File: config.mk
export PLATFORM = sky130hd
export DESIGN_NAME = bht_update_queue
export DESIGN_NICKNAME = d
export VERILOG_FILES = /design/src/rtl/bht_update_queue.sv
export SDC_FILE = /design/constraint.sdc
export NUM_CORES = 1
export LEC_CHECK = 0
export ABC_CLOCK_PERIOD_IN_PS = 3600
export CORE_ASPECT_RATIO = 1.5
export CORE_MARGIN = 4
export CORE_UTILIZATION = 49
export CTS_CLUSTER_DIAMETER = 50
export DETAILED_ROUTE_END_ITERATION = 16
export PLACE_DENSITY = 0.78
export REMOVE_ABC_BUFFERS = 1
export SETUP_SLACK_MARGIN = 0.4
export SYNTH_ARGS = -nofsm -noshare
export SYNTH_HDL_FRONTEND = slang
export SYNTH_SLANG_ARGS = --single-unit
File: constraint.sdc
create_clock -name clk_i -period 3.6 [get_ports clk_i]
set_clock_uncertainty 0.15 [all_clocks]
set_input_delay 1.08 -clock clk_i [delete_from_list [all_inputs] [get_ports clk_i]]
set_output_delay 1.08 -clock clk_i [all_outputs]
set_load 0.01 [all_outputs]
File: src/rtl/bht_update_queue.sv
// Resolved-branch update queue feeding the BHT: FIFO buffering, debug hold, flush and a saturating drop counter.
// Define BHT_UPDQ_BYPASS_EN to forward an input straight to the BHT when the queue is empty and draining.
module bht_update_queue #(
    parameter int unsigned VLEN  = 64,
    parameter int unsigned DEPTH = 4,
    parameter int unsigned CNT_W = 16
) (
    input  logic                       clk_i,
    input  logic                       rst_i,
    input  logic                       flush_i,
    input  logic                       debug_mode_i,
    input  logic                       upd_valid_i,
    input  logic [VLEN-1:0]            upd_pc_i,
    input  logic                       upd_taken_i,
    output logic                       upd_ready_o,
    output logic                       bht_update_valid_o,
    output logic [VLEN-1:0]            bht_update_pc_o,
    output logic                       bht_update_taken_o,
    output logic                       write_ghr_o,
    output logic [$clog2(DEPTH):0]     occupancy_o,
    output logic [CNT_W-1:0]           drop_cnt_o
);

    localparam int unsigned PTR_W = $clog2(DEPTH);
    localparam logic [PTR_W:0] FULL_CNT = (PTR_W + 1)'(DEPTH);

    typedef enum logic [1:0] {
        ST_RUN   = 2'd0,
        ST_HOLD  = 2'd1,
        ST_FLUSH = 2'd2
    } state_t;

    state_t             r_state;
    state_t             w_next_state;

    logic [VLEN-1:0]    r_pc_mem    [DEPTH];
    logic               r_taken_mem [DEPTH];
    logic [PTR_W-1:0]   r_wr_ptr;
    logic [PTR_W-1:0]   r_rd_ptr;
    logic [PTR_W:0]     r_count;
    logic [CNT_W-1:0]   r_drop_cnt;

    logic               w_empty;
    logic               w_ready;
    logic               w_pop;
    logic               w_byp;
    logic               w_push;
    logic               w_drop;

    function automatic logic [CNT_W-1:0] sat_inc(input logic [CNT_W-1:0] val);
        if (&val) begin
            sat_inc = val;
        end else begin
            sat_inc = val + 1'b1;
        end
    endfunction

    assign w_empty = (r_count == '0);

    // Space is judged on the registered count only; a same-cycle pop never frees room for a push.
    assign w_ready = (r_count < FULL_CNT) && (r_state != ST_FLUSH) && !flush_i;
    assign w_pop   = (r_state == ST_RUN) && !w_empty && !debug_mode_i && !flush_i;

`ifdef BHT_UPDQ_BYPASS_EN
    assign w_byp   = w_empty && (r_state == ST_RUN) && !debug_mode_i && !flush_i && upd_valid_i;
`else
    assign w_byp   = 1'b0;
`endif

    // A bypassed update is consumed by the BHT directly and never occupies a slot.
    assign w_push  = upd_valid_i && w_ready && !w_byp;
    assign w_drop  = upd_valid_i && !w_ready && !flush_i && (r_state != ST_FLUSH);

    always_comb begin
        w_next_state = r_state;
        if (flush_i) begin
            w_next_state = ST_FLUSH;
        end else begin
            case (r_state)
                ST_RUN:   if (debug_mode_i)  w_next_state = ST_HOLD;
                ST_HOLD:  if (!debug_mode_i) w_next_state = ST_RUN;
                ST_FLUSH: w_next_state = debug_mode_i ? ST_HOLD : ST_RUN;
                default:  w_next_state = ST_RUN;
            endcase
        end
    end

    always_ff @(posedge clk_i) begin
        if (rst_i) begin
            r_state    <= ST_RUN;
            r_wr_ptr   <= '0;
            r_rd_ptr   <= '0;
            r_count    <= '0;
            r_drop_cnt <= '0;
        end else begin
            r_state <= w_next_state;
            if (flush_i) begin
                r_wr_ptr <= '0;
                r_rd_ptr <= '0;
                r_count  <= '0;
            end else begin
                if (w_push) begin
                    r_wr_ptr <= r_wr_ptr + 1'b1;
                end
                if (w_pop) begin
                    r_rd_ptr <= r_rd_ptr + 1'b1;
                end
                case ({w_push, w_pop})
                    2'b10:   r_count <= r_count + 1'b1;
                    2'b01:   r_count <= r_count - 1'b1;
                    default: r_count <= r_count;
                endcase
            end
            if (w_drop) begin
                r_drop_cnt <= sat_inc(r_drop_cnt);
            end
        end
    end

    // Entry storage carries no reset; validity is tracked solely by the pointers and count.
    always_ff @(posedge clk_i) begin
        if (w_push) begin
            r_pc_mem[r_wr_ptr]    <= upd_pc_i;
            r_taken_mem[r_wr_ptr] <= upd_taken_i;
        end
    end

    always_comb begin
        bht_update_pc_o    = '0;
        bht_update_taken_o = 1'b0;
        if (!w_empty) begin
            bht_update_pc_o    = r_pc_mem[r_rd_ptr];
            bht_update_taken_o = r_taken_mem[r_rd_ptr];
        end else if (w_byp) begin
            bht_update_pc_o    = upd_pc_i;
            bht_update_taken_o = upd_taken_i;
        end
    end

    assign bht_update_valid_o = w_pop || w_byp;
    assign write_ghr_o        = w_pop || w_byp;
    assign upd_ready_o        = w_ready;
    assign occupancy_o        = r_count;
    assign drop_cnt_o         = r_drop_cnt;

endmodule
# --- After elaboration in Yosys (flattened, before gate mapping) ---
# Memory sizes are Yosys's and may differ from the RTL's. A register that Yosys moved wholly into a read port is not among the register bits.
# Cells that the tools add are included.
word_totals:
  ff_bits: 25
  ram_bits: 260
  mem_count: 2
classes:
  addsub: 5
  magnitude_cmp: 1
  eq_ne: 9
  muxes: 14
  bitwise_logic: 1
  reduce_logical: 21
memory_table:
  columns: ["name", "words", "word_bits", "read_ports", "rd_ports_with_merged_regs", "wr", "line_no", "rtl"]
  rows:
  - ["r_pc_mem", 4, 64, 1, 1, 1, "36", "logic [VLEN-1:0] r_pc_mem [DEPTH];"]
  - ["r_taken_mem", 4, 1, 1, 1, 1, "37", "logic r_taken_mem [DEPTH];"]
op_table:
  columns: ["cell", "n"]
  rows:
  - ["2-to-1 mux 64 bit", 1]
  - ["adder 16 x 1 -> 16 bit, second input constant", 1]
  - ["AND reduction 16 bit", 1]
  - ["2-to-1 mux 2 bit", 7]
  - ["logical AND 1 bit", 9]
  - ["inequality test 2 bit, second input constant", 3]
  - ["inequality test 3 bit, second input constant", 2]
  - ["one-hot mux 2 bit (3 select lines)", 1]
  - ["one-hot mux 3 bit (2 select lines)", 1]
  - ["AND reduction 2 bit", 3]
  - ["adder 2 x 1 -> 2 bit, second input constant", 2]
  - ["equality test 2 x 1 -> 1 bit, second input constant", 2]
  - ["equality test 2 bit, second input constant", 2]
  - ["logical NOT 1 bit", 4]
  - ["2-to-1 mux 1 bit", 4]
  - ["adder 3 x 1 -> 3 bit, second input constant", 1]
  - ["logical NOT 3 bit", 1]
  - ["< comparator 3 bit, second input constant", 1]
  - ["subtractor 3 x 1 -> 3 bit, second input constant", 1]
  - ["logical NOT 2 bit", 1]
  - ["nonzero test 2 bit", 1]
  - ["OR reduction 2 bit", 1]
  - ["NOT 1 bit", 1]

# --- Logic depth before layout (Yosys ltp) ---
logic_depth:
  word_depth: 8
  mapped_depth: 10
  depth_no_buf: 10

# --- Least setup slack after synthesis ---
# OpenSTA, ideal clock, no wires.
synth_path:
  kind: "input -> register"
  from: "input port flush_i"
  to: "memory r_pc_mem[0][0], enable pin"
  setup_ps: 430
  arrival_time_ps: 3254
  slack_ps: -235
  path_stages: 2
  path_cell_list: "nor3b_1 > and3_1"
synth_between:
  elab_chain_cells: 5
synth_lines:
  columns: ["item", "line_no", "rtl"]
  rows:
  - ["start: declaration", "10", "input logic flush_i,"]
  - ["logical NOT 1 bit", "61", "assign w_ready = (r_count < FULL_CNT) && (r_state != ST_FLUSH) && !flush_i;"]
  - ["logical AND 1 bit", "61", null]
  - ["logical AND 1 bit", "71", "assign w_push = upd_valid_i && w_ready && !w_byp;"]
  - ["2-to-1 mux 1 bit", "122", "if (w_push) begin"]
  - ["2-to-1 mux 1 bit (not written as such)", "123", "r_pc_mem[r_wr_ptr] <= upd_pc_i;"]
  - ["end: declaration", "36", null]
# No other way between the ends.

==> impl_metrics.env <==
export IMPL_synth_area_leader_cell="edfxtp_1"
export IMPL_route_final_wire_length_microns=24300
export IMPL_synth_yosys_seq_area_share=0.750
export IMPL_route_vias_total=6022
export IMPL_tritoncts_num_sinks=287
export IMPL_worst_path_max_delay_cell="mux4_2"
export IMPL_grt_setup_unrepaired="yes"
export IMPL_grt_ovfl_total=0
export IMPL_power_per_cell_area_mw_per_mm2=472
export IMPL_critical_path_reg2reg_startpoint="r_state[1]$_SDFFE_PP0P_"
export IMPL_final_fill_count=1489
export IMPL_hold_path_class="reg2reg"
export IMPL_grt_first_pass_wirelength_microns=36300
export IMPL_setup_tns_ns=0
export IMPL_crit_required_ns=2.37
export IMPL_clock_tree_buffer_depth=3
export IMPL_run_status="complete, no violations"
export IMPL_hold_viol_final=0
export IMPL_setup_violations_final=0
export IMPL_netlist_area_leader_share=0.702
export IMPL_post_synth_main_area_contributors="edfxtp_1, mux4_2, dfxtp_1"
export IMPL_ioPinCount=157
export IMPL_drt_pass1_iter_count=4
export IMPL_route_detailed_wl_per_inst_microns=22.5
export IMPL_instance_count_of_the_mapped_netlist=565
export IMPL_flow_area_growth_from_synthesis_pct=31.3
export IMPL_peak_fanout_along_the_critical_path=5
export IMPL_clk_pin_slew_ns=0.07
export IMPL_hpwl_after_detailed_placement_microns=14400
export IMPL_crit_chain="buf_4 -> clkbuf_16 -> mux4_2 -> nor2b_1 -> dlygate4sd2_1"
export IMPL_placement_io_buffers=156
export IMPL_finalMaxSlewViolations=0
export IMPL_crit_type="reg2out"
export IMPL_vias_per_cell=5.59
export IMPL_number_of_buffers_inserted_during_clock_tree_synthesis=27
export IMPL_min_period_over_period=0.940
export IMPL_die_boundary_height_microns=193
export IMPL_hold_path_cell_count=2
export IMPL_cts_tree="done"
export IMPL_tightest_slew_ns=0.694
export IMPL_worst_path_largest_cell_delay_ns=0.48
export IMPL_worst_skew_pair_late_latency_ns=0.52
export IMPL_avgSynthCellArea_sq_um=19.7
export IMPL_cpLargestDelayFamily="buffers and inverters"
export IMPL_starting_density_of_the_core=0.497
export IMPL_r2r_endpoint="occupancy_o[2]$_SDFFE_PP0P_"
export IMPL_crit_cells=5
export IMPL_die_width_microns=131
export IMPL_drv_max_cap_violation_count=0
export IMPL_first_iter_violations=334
export IMPL_worstPathBufferInverterCount=3
export IMPL_cp_endpoint="bht_update_pc_o[57]"
export IMPL_ys_seq_elements=287
export IMPL_final_nets=858
export IMPL_coreArea_sq_mm=0.0224
export IMPL_drcViolationCount=0
export IMPL_globalplace_congestion=0.827
export IMPL_cts_root_buf="clkbuf_16"
export IMPL_max_freq_mhz=295
export IMPL_crit_path_end_kind="output port"
export IMPL_total_power_mw=6.90
export IMPL_drtAntennaViolNets=0
export IMPL_synth_cell_area_sq_mm=0.0111
export IMPL_synth_yosys_warnings=0
export IMPL_timing_reg2reg_setup_slack_ns=0.71
export IMPL_timing_reg2reg_worst_path_depth=13
export IMPL_grt_start_max_net_pins=34
export IMPL_cts_htree_levels=1
export IMPL_period_needed_ns=3.38
export IMPL_synth_cell_type_count=39
export IMPL_layout_drive_gt1_share=0.315
export IMPL_crit_arrival_ns=2.15
export IMPL_globalRouteTotalUtil=0.192
export IMPL_static_leakage_power_nw=4.89
export IMPL_num_rows=67
export IMPL_timing_critical_path_from_type="register"
export IMPL_number_of_antenna_violations_at_the_first_check_in_global_routing=3
export IMPL_via_count_of_the_first_global_routing_pass=6313
export IMPL_ir_drop_mv=0.356
export IMPL_fp_dieArea_sq_mm=0.0252
export IMPL_slew_headroom=0.536
[cell families (layout without fill, tap and decap cells)]
kind of cell	count (synthesis)	after routing	synth area share
buf+inv	35	271	0.0136
simple gates	142	142	0.0749
fa+ha+maj	7	7	0.00854
compound gates	10	10	0.00585
flops	287	287	0.750
other cells	0	1	0
xor+xnor	15	15	0.0118
mux	69	69	0.135
[cell type report]
| type | count | area (sq um) | area share |
|---|---|---|---|
| sequential | 287 | 8360 | 0.572 |
| multi-input combinational | 243 | 2730 | 0.187 |
| timing repair buffer | 215 | 2220 | 0.152 |
| clock buffer | 28 | 679 | 0.0465 |
| tap | 276 | 345 | 0.0236 |
| clock inverter | 21 | 250 | 0.0171 |
| inverter | 7 | 26.3 | 0.00180 |
| antenna | 1 | 2.50 | 0.000171 |
[timing repair]
action                                 in CTS  in global routing
gates resized for setup                   244                 31
setup endpoints to repair                  69                 69
buffers inserted                           24                  8
endpoints found under the hold margin       0                  0
cloned                                      7                  1
hold buffers                                0                  0
pin swaps                                   3                  8
[metal layers]
layer | vias to the layer above | part of all wire | track usage
met5 | - | 0.0011 | 0
met3 | 58 | 0.059 | 0.0349
met4 | 4 | 0.034 | 0.0625
met1 | 3088 | 0.36 | 0.231
met2 | 202 | 0.55 | 0.346
li1 | 2670 | - | -
[flip-flops by register name (all words and copies together) (netlist names), named ones only]
signal / cells
drop_cnt_o: 16
occupancy_o: 3
r_pc_mem: 256
r_rd_ptr: 2
r_state: 2
r_taken_mem: 4
r_wr_ptr: 2
[through the flow]
stage | instances | setup WS, ns | instance area [sq um] | util | hold slack [ns]
after floorplan | 537 | -2.42 | 11000 | - | 0.330
after global placement | 988 | -0.373 | 13300 | 0.592 | 0.364
after detailed placement | 988 | -0.374 | 13300 | 0.592 | 0.382
after CTS | 1068 | 0.193 | 14500 | 0.646 | 0.398
after global routing | 1078 | 0.137 | 14600 | 0.653 | 0.438
final | 1078 | 0.215 | 14600 | 0.653 | 0.403
[cells in the final DEF, fill, tap and decap left out, types with 5 or more instances in the layout]
| cell | count |
|---|---|
| dfxtp_1 | 25 |
| clkdlybuf4s50_1 | 86 |
| nand3_1 | 6 |
| nor2_1 | 24 |
| ha_1 | 5 |
| mux4_2 | 65 |
| buf_6 | 16 |
| buf_2 | 38 |
| bufinv_16 | 5 |
| nand4_1 | 6 |
| nor2b_1 | 60 |
| clkbuf_2 | 5 |
| buf_4 | 24 |
| clkinv_2 | 6 |
| nand2_1 | 9 |
| buf_12 | 18 |
| buf_16 | 6 |
| inv_1 | 6 |
| edfxtp_1 | 260 |
| clkdlybuf4s15_2 | 8 |
| xnor2_1 | 10 |
| xor2_1 | 5 |
| dlygate4sd2_1 | 10 |
| clkbuf_16 | 28 |
[cells in the mapped netlist, drive strengths merged]
cell type	n
edfxtp	260
nor2b	67
mux4	65
dfxtp	27
nor2	25
clkbuf	19
xnor2	10
buf	9
nand2	9
and3	7
inv	7
ha	6
nand3	6
nand4	6
nor3	5
xor2	5
a21oi	4
nor4	4
and2	3
mux2i	3
o21ai	3
nor3b	2
or2	2
a311oi	1
a41o	1
and4	1
fa	1
mux2	1
nand2b	1
nor4b	1
o2111a	1
or3	1
or3b	1
or4	1
[worst min path at each step]
stage,from,end
6_report,drop_cnt_o[1]$_SDFFE_PP0P_,drop_cnt_o[1]$_SDFFE_PP0P_
3_5_place_dp,r_rd_ptr[0]$_SDFFE_PP0P_,register
2_1_floorplan,r_state[1]$_SDFFE_PP0P_,r_state[0]$_SDFFE_PP0P_
5_1_grt,r_rd_ptr[0]$_SDFFE_PP0P_,register
3_3_place_gp,r_state[1]$_SDFFE_PP0P_,r_state[0]$_SDFFE_PP0P_
4_1_cts,drop_cnt_o[1]$_SDFFE_PP0P_,drop_cnt_o[1]$_SDFFE_PP0P_
[power breakdown]
| group | leakage, nW | internal [mW] | switching (mW) |
|---|---|---|---|
| Clock | 0.446 | 1.74 | 1.19 |
| Combinational | 1.87 | 0.158 | 0.131 |
| Sequential | 2.58 | 3.67 | 0.0116 |
[worst reg2reg max path, cell delays in order, from the launching register on]
cell	delay (ns)
dfxtp_1	0.33
or4_4	0.55
nor2_4	0.14
buf_6	0.11
buf_6	0.08
buf_6	0.08
buf_6	0.08
buf_6	0.10
ha_4	0.13
inv_2	0.04
fa_2	0.35
xor2_1	0.18
or3_1	0.37
a21oi_2	0.14
Power figures use the tool's default switching activity.
